File: src/rtl/swerv_types.sv
// Shared SweRV trace types: the per-cycle retire packet and the
// single-instruction record emitted by the trace serializer.
package swerv_types;

    typedef struct packed {
        logic [2:0]  trace_rv_i_valid_ip;
        logic [95:0] trace_rv_i_insn_ip;
        logic [95:0] trace_rv_i_address_ip;
        logic [2:0]  trace_rv_i_exception_ip;
        logic [4:0]  trace_rv_i_ecause_ip;
        logic [2:0]  trace_rv_i_interrupt_ip;
        logic [31:0] trace_rv_i_tval_ip;
    } trace_pkt_t;

    typedef struct packed {
        logic [1:0]  slot;
        logic [31:0] insn;
        logic [31:0] addr;
        logic        exception;
        logic [4:0]  ecause;
        logic        interrupt;
        logic [31:0] tval;
    } trace_rec_t;

endpackage

File: src/rtl/trace_serializer.sv
// Buffers up to DEPTH retire packets and serializes each one into one
// record per valid slot over a valid/ready stream. Packets arriving while
// the buffer is full are dropped and counted.
module trace_serializer
    import swerv_types::*;
#(
    parameter int DEPTH = 4
) (
    input  logic        clk,
    input  logic        rst_l,
    input  trace_pkt_t  trace_pkt,
    input  logic        trc_clear,
    output logic        trc_valid,
    input  logic        trc_ready,
    output trace_rec_t  trc_rec,
    output logic        trc_overflow,
    output logic [15:0] trc_drop_cnt
);

    localparam int AW    = $clog2(DEPTH);
    localparam int CNT_W = AW + 1;

    // Slot walk within the head entry; the state names the lowest pending slot.
    typedef enum logic [1:0] {
        SLOT0 = 2'd0,
        SLOT1 = 2'd1,
        SLOT2 = 2'd2
    } slot_e;

    trace_pkt_t       mem_q [DEPTH];
    logic [AW-1:0]    wr_ptr_q;
    logic [AW-1:0]    rd_ptr_q;
    logic [CNT_W-1:0] count_q;
    logic [CNT_W-1:0] count_d;
    slot_e            slot_q;
    logic             ovf_q;
    logic [15:0]      drop_q;

    trace_pkt_t       head;
    logic [2:0]       hv;
    logic             present;
    logic             full;
    logic             push;
    logic             drop;
    logic             xfer;
    logic             pop;
    logic [1:0]       cur_slot;
    logic             last_slot;
    slot_e            next_slot;
    logic [6:0]       bit_off;

    function automatic logic [15:0] sat_inc16(input logic [15:0] v);
        return (v == 16'hFFFF) ? v : v + 16'd1;
    endfunction

    assign head      = mem_q[rd_ptr_q];
    assign hv        = head.trace_rv_i_valid_ip;
    assign present   = |trace_pkt.trace_rv_i_valid_ip;
    assign full      = (count_q == CNT_W'(DEPTH));
    assign push      = present && !full && !trc_clear;
    assign drop      = present && full && !trc_clear;
    assign trc_valid = (count_q != '0);
    assign xfer      = trc_valid && trc_ready;
    assign pop       = xfer && last_slot;

    // Resolve the slot presented now, whether it is the entry's last, and the one after it.
    always_comb begin
        cur_slot  = 2'd0;
        last_slot = 1'b1;
        next_slot = SLOT0;
        case (slot_q)
            SLOT0:   cur_slot = hv[0] ? 2'd0 : (hv[1] ? 2'd1 : 2'd2);
            SLOT1:   cur_slot = hv[1] ? 2'd1 : 2'd2;
            default: cur_slot = 2'd2;
        endcase
        case (cur_slot)
            2'd0: begin
                last_slot = !(hv[1] || hv[2]);
                next_slot = hv[1] ? SLOT1 : SLOT2;
            end
            2'd1: begin
                last_slot = !hv[2];
                next_slot = SLOT2;
            end
            default: begin
                last_slot = 1'b1;
                next_slot = SLOT0;
            end
        endcase
    end

    // Build the outgoing record from the head entry; forced to zero while empty.
    always_comb begin
        bit_off = {cur_slot, 5'b0};
        trc_rec = '0;
        if (trc_valid) begin
            trc_rec.slot      = cur_slot;
            trc_rec.insn      = head.trace_rv_i_insn_ip[bit_off +: 32];
            trc_rec.addr      = head.trace_rv_i_address_ip[bit_off +: 32];
            trc_rec.exception = head.trace_rv_i_exception_ip[cur_slot];
            trc_rec.ecause    = head.trace_rv_i_ecause_ip;
            trc_rec.interrupt = head.trace_rv_i_interrupt_ip[cur_slot];
            trc_rec.tval      = head.trace_rv_i_tval_ip;
        end
    end

    // Occupancy follows push/pop; push is decided on the registered count.
    always_comb begin
        case ({push, pop})
            2'b10:   count_d = count_q + CNT_W'(1);
            2'b01:   count_d = count_q - CNT_W'(1);
            default: count_d = count_q;
        endcase
    end

    // Packet storage carries no reset; validity is tracked by the control state.
    always_ff @(posedge clk) begin
        if (push) begin
            mem_q[wr_ptr_q] <= trace_pkt;
        end
    end

    // Control state: pointers, occupancy, slot walk and drop accounting.
    always_ff @(posedge clk or negedge rst_l) begin
        if (!rst_l) begin
            wr_ptr_q <= '0;
            rd_ptr_q <= '0;
            count_q  <= '0;
            slot_q   <= SLOT0;
            ovf_q    <= 1'b0;
            drop_q   <= '0;
        end else if (trc_clear) begin
            wr_ptr_q <= '0;
            rd_ptr_q <= '0;
            count_q  <= '0;
            slot_q   <= SLOT0;
            ovf_q    <= 1'b0;
            drop_q   <= '0;
        end else begin
            count_q <= count_d;
            if (push) begin
                wr_ptr_q <= wr_ptr_q + AW'(1);
            end
            if (drop) begin
                ovf_q  <= 1'b1;
                drop_q <= sat_inc16(drop_q);
            end
            if (xfer) begin
                if (last_slot) begin
                    rd_ptr_q <= rd_ptr_q + AW'(1);
                    slot_q   <= SLOT0;
                end else begin
                    slot_q   <= next_slot;
                end
            end
        end
    end

    assign trc_overflow = ovf_q;
    assign trc_drop_cnt = drop_q;

endmodule

File: config.mk
export PLATFORM = sky130hd
export DESIGN_NAME = trace_serializer
export DESIGN_NICKNAME = d
export VERILOG_FILES = /design/src/rtl/swerv_types.sv /design/src/rtl/trace_serializer.sv
export SDC_FILE = /design/constraint.sdc
export NUM_CORES = 1
export LEC_CHECK = 0
export ABC_AREA = 1
export BUFFER_PORTS_ARGS = -buffer_cell sky130_fd_sc_hd__buf_2
export CORE_MARGIN = 8
export CORE_UTILIZATION = 30
export CTS_BUF_LIST = sky130_fd_sc_hd__clkbuf_4
export CTS_CLUSTER_DIAMETER = 30
export DETAILED_ROUTE_END_ITERATION = 6
export GPL_TIMING_DRIVEN = 0
export PLACE_DENSITY_LB_ADDON = 0.3
export SYNTH_ARGS = -nofsm -noshare
export SYNTH_HDL_FRONTEND = slang
export SYNTH_SLANG_ARGS = --single-unit
export TNS_END_PERCENT = 20
File: constraint.sdc
create_clock -name clk -period 15.7 [get_ports clk]
set_input_delay 2.355 -clock clk [delete_from_list [all_inputs] [get_ports clk]]
set_output_delay 2.355 -clock clk [all_outputs]
set_load 0.01 [all_outputs]
==> impl_metrics.env, run 1 <==
export IMPL_status="completed"
export IMPL_yosys_area_top_type="edfxtp_1"
export IMPL_r2r_end="mem_q[1][28]"
export IMPL_first_pass_iters=5
export IMPL_tritoncts="yes"
export IMPL_grt_pass1_vias=26000
export IMPL_ctsResizeCount=0
export IMPL_cts_sinks=978
export IMPL_max_vdd_ir_drop_mv=0.0659
export IMPL_first_iter_violations=2095
export IMPL_overflow=0
export IMPL_cp_max_fo=10
export IMPL_synthFlopType="edfxtp_1"
export IMPL_synth_seq_cells=978
export IMPL_cpPeakStageDelay_ns=0.94
export IMPL_dp_slack_ns=9.97
export IMPL_vias=26400
export IMPL_start_util=0.301
export IMPL_ant_nets=0
export IMPL_die_area_um2=141000
export IMPL_max_freq_ghz=0.148
export IMPL_min_period_ns=6.75
export IMPL_root_buffer="clkbuf_4"
export IMPL_power_leakage_nw=17.0
export IMPL_hp_class="register to register"
export IMPL_synth_warnings=0
export IMPL_die_x_um=375
export IMPL_grt_max_degree=28
export IMPL_crit_path_frequent_cell="buf_2"
export IMPL_antenna_found_initial=94
export IMPL_synthArstFlopShare=0.0266
export IMPL_syn_inst=2891
export IMPL_routed_wl_um=125000
export IMPL_io_buffers=364
export IMPL_synthTopCellsByArea="edfxtp_1, nand2_1, nor2_1, o21ai_0, a21oi_1"
export IMPL_hpwlAfterDp_um=86000
export IMPL_ios=365
export IMPL_endpoint_kind="output port"
export IMPL_route_detailed_drc=0
export IMPL_place_gp_congestion=0.789
export IMPL_multi_input_area_um2=8350
export IMPL_hold_viol_final=0
export IMPL_worst_slack_ns=8.95
export IMPL_cts_made_buffers=292
export IMPL_avgViaCountPerCell=4.80
export IMPL_max_cap_viol_count=0
export IMPL_crit_buf_inv=3
export IMPL_yosysSeqAreaShare=0.755
export IMPL_hold_path_end="trc_drop_cnt[10]"
export IMPL_yosysUniqueCellTypes=38
export IMPL_min_path_cells=1
export IMPL_min_from="trc_drop_cnt[10]"
export IMPL_grt_use_total=0.171
export IMPL_detail_route_wl_per_cell_um=22.7
export IMPL_fp_dieH_um=375
export IMPL_synth_area_um2=38700
export IMPL_r2r_cells=10
export IMPL_ctsHtreeMaxLevel=5
export IMPL_cp_top_family="buffers and inverters"
export IMPL_crit_type="register to output port"
export IMPL_drive_above_1_share=0.277
export IMPL_min_period_over_period=0.430
export IMPL_nNetsFinal=3836
export IMPL_setup_viol=0
export IMPL_drv_slew=0
export IMPL_timing_rr_start="count_q[1]"
export IMPL_rows=132
export IMPL_finClkSkew_ns=0.119
export IMPL_worstSetupStartpointType="register"
export IMPL_postLayoutCoreUtil=0.364
export IMPL_cts_setup_buffers=0
export IMPL_core_um2=129000
export IMPL_p_per_area_nw_per_um2=147
export IMPL_max_slew_margin=0.195
export IMPL_final_seq_area_um2=29200
export IMPL_area_growth_pct=21.3
export IMPL_grt_pass1_wl_um=176000
export IMPL_rrSetupSlack_ns=12.58
export IMPL_synth_top_area_frac=0.738
export IMPL_tightest_slew_ns=1.21
export IMPL_syn_num_nets=3139
export IMPL_synth_edf_count=952
export IMPL_clk_latency_ns=1.24
export IMPL_critical_path_arrival_ns=4.40
export IMPL_syn_area_per_cell_um2=13.4
export IMPL_clockBufferDepth=4
export IMPL_hold_buffers=0
export IMPL_path_cells="nor3_4, buf_2, buf_1, a21oi_1, buf_2"
export IMPL_cp_required_ns=13.35
export IMPL_grt_setup_unrepaired="false"
export IMPL_fillCellCount=12500
export IMPL_path_clk_slew_ns=0.06
export IMPL_slowest_stage="buf_1"
==> cell type report <==
type	instances	share of cell area
repair buffers	403	0.0562
plain buffers	194	0.0211
inverters	44	0.00362
well taps	1675	0.0446
multi-input cells	1675	0.178
flip-flops and latches	978	0.623
diodes	58	0.00309
clock inverters	78	0.00808
clock buffers	391	0.0625
==> state kept, by name, indices dropped and copies added, names as in the netlist <==
register,cells
count_q,3
mem_q,952
rd_ptr_q,2
slot_q,2
trc_drop_cnt,16
trc_overflow,1
wr_ptr_q,2
==> through the flow <==
step | total power, mW | setup TNS [ns] | cell area [um^2] | std cells | hold slack (ns)
4_1_cts | 7.00 | 0 | 46800 | 5438 | 0.545
2_1_floorplan | 4.08 | 0 | 38700 | 2891 | 0.513
3_5_place_dp | 4.76 | 0 | 43500 | 4969 | 0.536
3_3_place_gp | 4.86 | -6668.46 | 42600 | 4930 | 0.539
5_1_grt | 7.25 | 0 | 46900 | 5463 | 0.601
6_report | 6.91 | 0 | 46900 | 5496 | 0.547
==> logic make-up (layout without fill, tap and decap cells) <==
family          Yosys count  after routing  synth area share
fa+ha+maj                 6              6           0.00213
buf+inv                 238           1110            0.0299
compound gates          671            671             0.101
flops                   978            978             0.755
xor+xnor                  8              8           0.00181
other cells               0             58                 0
simple gates            990            990             0.109
==> how the worst max path moves through the flow <==
stage,from,endpoint,slack (ns),depth (start not counted)
after floorplan,trace_pkt[236],mem_q[0][0],2.20,5
after global placement,trace_pkt[235],mem_q[0][180],-7.06,6
after detailed placement,count_q[2],trc_rec[8],9.97,5
after CTS,count_q[2],trc_rec[8],8.66,5
after global routing,count_q[2],trc_rec[6],8.70,5
final,count_q[2],trc_rec[8],8.95,5
==> layout by cell type, fill, tap and decap left out, types with 5 or more instances in the layout <==
cell      instances
edfxtp_1        952
nand2_1         450
buf_2           446
clkbuf_4        391
nor2_1          289
o21ai_0         214
a21oi_1         190
nand3_1         150
o22ai_1         131
clkbuf_1         72
a22oi_1          64
diode_2          58
a21oi_2          50
clkinv_1         46
nor3_1           41
inv_1            36
buf_12           34
nor3_2           31
clkinv_2         27
dfrtp_1          26
buf_6            15
buf_1            13
buf_4            12
inv_2             9
o21ai_1           8
xor2_1            8
nand4_1           7
o31ai_1           6
ha_1              5
buf_16            5
==> synthesized netlist by cell type, types with 4 or more instances <==
master,number
nor4_1,4
buf_6,15
nand4_1,7
a22oi_1,64
a21oi_2,50
nor3_2,32
inv_2,5
nand2_2,4
buf_4,12
dfrtp_1,26
nand3_1,150
ha_1,5
nand2_1,450
o21ai_1,8
xor2_1,8
o22ai_1,131
edfxtp_1,952
clkbuf_1,72
o21ai_0,214
buf_1,13
inv_1,36
nor3_1,41
o31ai_1,6
buf_2,82
nor2_1,293
a32o_1,4
a21oi_1,190
==> layer usage <==
metal,global-route usage,up-vias,share of wire
met3,0.0572,245,0.084
met4,0.0712,22,0.033
met1,0.217,12800,0.42
met2,0.268,1022,0.46
met5,0,-,0.0012
li1,-,12300,-
==> report_power, final <==
| part | internal (mW) | total, mW | switching (mW) |
|---|---|---|---|
| Clock | 1.18 | 2.23 | 1.05 |
| Sequential | 3.09 | 3.13 | 0.0426 |
| Combinational | 0.453 | 1.55 | 1.09 |
Power figures use the tool's default switching activity.
==> run 2: changes to the inputs <==
Clock period 15.7 ns to 5.4 ns, I/O delays scaled along.
==> run 2 against run 1 <==
  * Via count up 4.1%
  * Register-to-register slack worse by 10 ns
  * Final area grew 5.5%
==> impl_metrics.env, run 2 (synthesis results as in run 1) <==
export IMPL_tritoncts="yes"
export IMPL_status="completed"
export IMPL_critical_path_arrival_ns=4.28
export IMPL_slowest_stage="clkbuf_1"
export IMPL_fin_cells=5725
export IMPL_hold_viol_final=0
export IMPL_detail_route_wl_per_cell_um=22.3
export IMPL_min_period_over_period=0.942
export IMPL_ant_nets=0
export IMPL_placed_cell_area_um2=43500
export IMPL_route_detailed_drc=0
export IMPL_finClkSkew_ns=0.0958
export IMPL_hpwlAfterDp_um=87200
export IMPL_r2r_end="mem_q[2][131]"
export IMPL_drive_above_1_share=0.263
export IMPL_power_leakage_nw=18.1
export IMPL_first_iter_violations=2104
export IMPL_setup_viol=0
export IMPL_cp_required_ns=4.59
export IMPL_antenna_found_initial=35
export IMPL_post_route_cell_area_um2=49500
export IMPL_clk_latency_ns=1.23
export IMPL_setup_tns_ns=0
export IMPL_cts_sinks=978
export IMPL_ios=365
export IMPL_io_buffers=364
export IMPL_endpoint_kind="output port"
export IMPL_r2r_cells=10
export IMPL_fp_dieH_um=375
export IMPL_fillCellCount=12500
export IMPL_layout_commonest_cell="edfxtp_1"
export IMPL_ctsHtreeMaxLevel=5
export IMPL_p_per_area_nw_per_um2=415
export IMPL_max_vdd_ir_drop_mv=0.182
export IMPL_regMostFlops="mem_q"
export IMPL_final_seq_area_um2=29200
export IMPL_tightest_slew_ns=1.12
export IMPL_grt_setup_unrepaired="false"
export IMPL_first_pass_iters=5
export IMPL_start_util=0.301
export IMPL_die_area_um2=141000
export IMPL_grt_pass1_wl_um=183000
export IMPL_cts_made_buffers=292
export IMPL_max_cap_viol_count=0
export IMPL_postLayoutCoreUtil=0.384
export IMPL_cp_top_family="buffers and inverters"
export IMPL_grt_pass1_vias=27500
export IMPL_overflow=0
export IMPL_timing_rr_start="count_q[1]"
export IMPL_grt_use_total=0.176
export IMPL_grt_max_degree=29
export IMPL_largest_reg_flops=952
export IMPL_cpPeakStageDelay_ns=0.79
export IMPL_worstSetupStartpointType="register"
export IMPL_area_growth_pct=27.9
export IMPL_cp_num_cells=8
export IMPL_multi_input_area_um2=8350
export IMPL_vias=27500
export IMPL_cp_max_fo=10
export IMPL_nNetsFinal=4078
export IMPL_avgViaCountPerCell=4.80
export IMPL_clockBufferDepth=4
export IMPL_rows=132
export IMPL_dp_cells=4970
export IMPL_rrSetupSlack_ns=2.18
export IMPL_root_buffer="clkbuf_4"
export IMPL_core_um2=129000
export IMPL_crit_type="register to output port"
export IMPL_path_clk_slew_ns=0.06
export IMPL_path_cells="buf_4, buf_4, buf_2, clkbuf_1, nand3_1, a21oi_2, nor3_2, buf_2"
export IMPL_total_power_mw=20.6
export IMPL_layout_common_cells="edfxtp_1, nand2_1, buf_2"
export IMPL_crit_buf_inv=5
export IMPL_max_freq_ghz=0.197
export IMPL_min_period_ns=5.09
export IMPL_drv_slew=0
export IMPL_max_slew_margin=0.255
export IMPL_routed_wl_um=128000
export IMPL_cts_setup_buffers=0
export IMPL_hp_class="input port to async pin"
export IMPL_die_x_um=375
export IMPL_place_gp_congestion=0.804
## run 2: cell count changes in the layout (fill, tap and decap cells not counted), sizes merged
cell	delta
dlygate4sd3	+241
clkinv	-1
diode	-32
inv	+2
clkbuf	+15
clkdlybuf4s15	+1
bufinv	+3
## run 2: how the worst max path moves through the flow
| stage | start | end |
|---|---|---|
| finish | rd_ptr_q[1] | trc_rec[84] |
| global route | rd_ptr_q[1] | trc_rec[86] |
| CTS | rd_ptr_q[1] | trc_rec[86] |
| detailed placement | count_q[2] | trc_rec[102] |
| global placement | trace_pkt[237] | mem_q[3][178] |
| floorplan | trace_pkt[236] | mem_q[0][0] |
## run 2: routing by layer
| metal | vias to the layer above | track usage | wire length [um] |
|---|---|---|---|
| li1 | 12800 | - | - |
| met1 | 13500 | 0.225 | 54200 |
| met2 | 982 | 0.287 | 61500 |
| met3 | 198 | 0.0469 | 8500 |
| met4 | 12 | 0.0656 | 3610 |
| met5 | - | 0 | 84 |
## run 2: worst reg2reg max path, cell delays in order (launching register included)
cell	delay (ns)
dfrtp_1	0.45
inv_1	0.09
nand3_1	0.11
nand2_1	0.06
nor2_1	0.20
inv_2	0.17
nor2_4	0.74
buf_12	0.30
buf_12	0.27
buf_12	0.23
buf_12	0.25
## run 2: final cells by class
cell class,instances,area share
tap,1675,0.0423
clock inverter,82,0.00943
clock buffer,406,0.0616
inverter,44,0.00344
buffer,194,0.0202
timing repair buffer,645,0.103
sequential,978,0.590
multi-input combinational,1675,0.169
antenna,26,0.00131
## run 2: timing repair
item | 4_1_cts | 5_1_grt
endpoints found under the hold margin | 985 | 0
hold buffers | 241 | 0
setup endpoints to repair | 24 | 0
resized for setup | 5 | 0
## run 2: through the flow
stage                     setup WS [ns]  hold WS (ns)
after floorplan                   -2.52         0.514
after global routing              0.109         0.140
after global placement            -8.36         0.535
after detailed placement           1.01         0.541
final                             0.312         0.196
after CTS                         0.155        0.0454
## run 2: power by group
group	total [mW]	switching, mW	leakage (nW)	internal [mW]
logic	4.69	3.25	6.94	1.44
clock network	6.77	3.08	2.13	3.70
registers	9.11	0.124	9.07	8.99
total	20.6	6.45	18.1	14.1
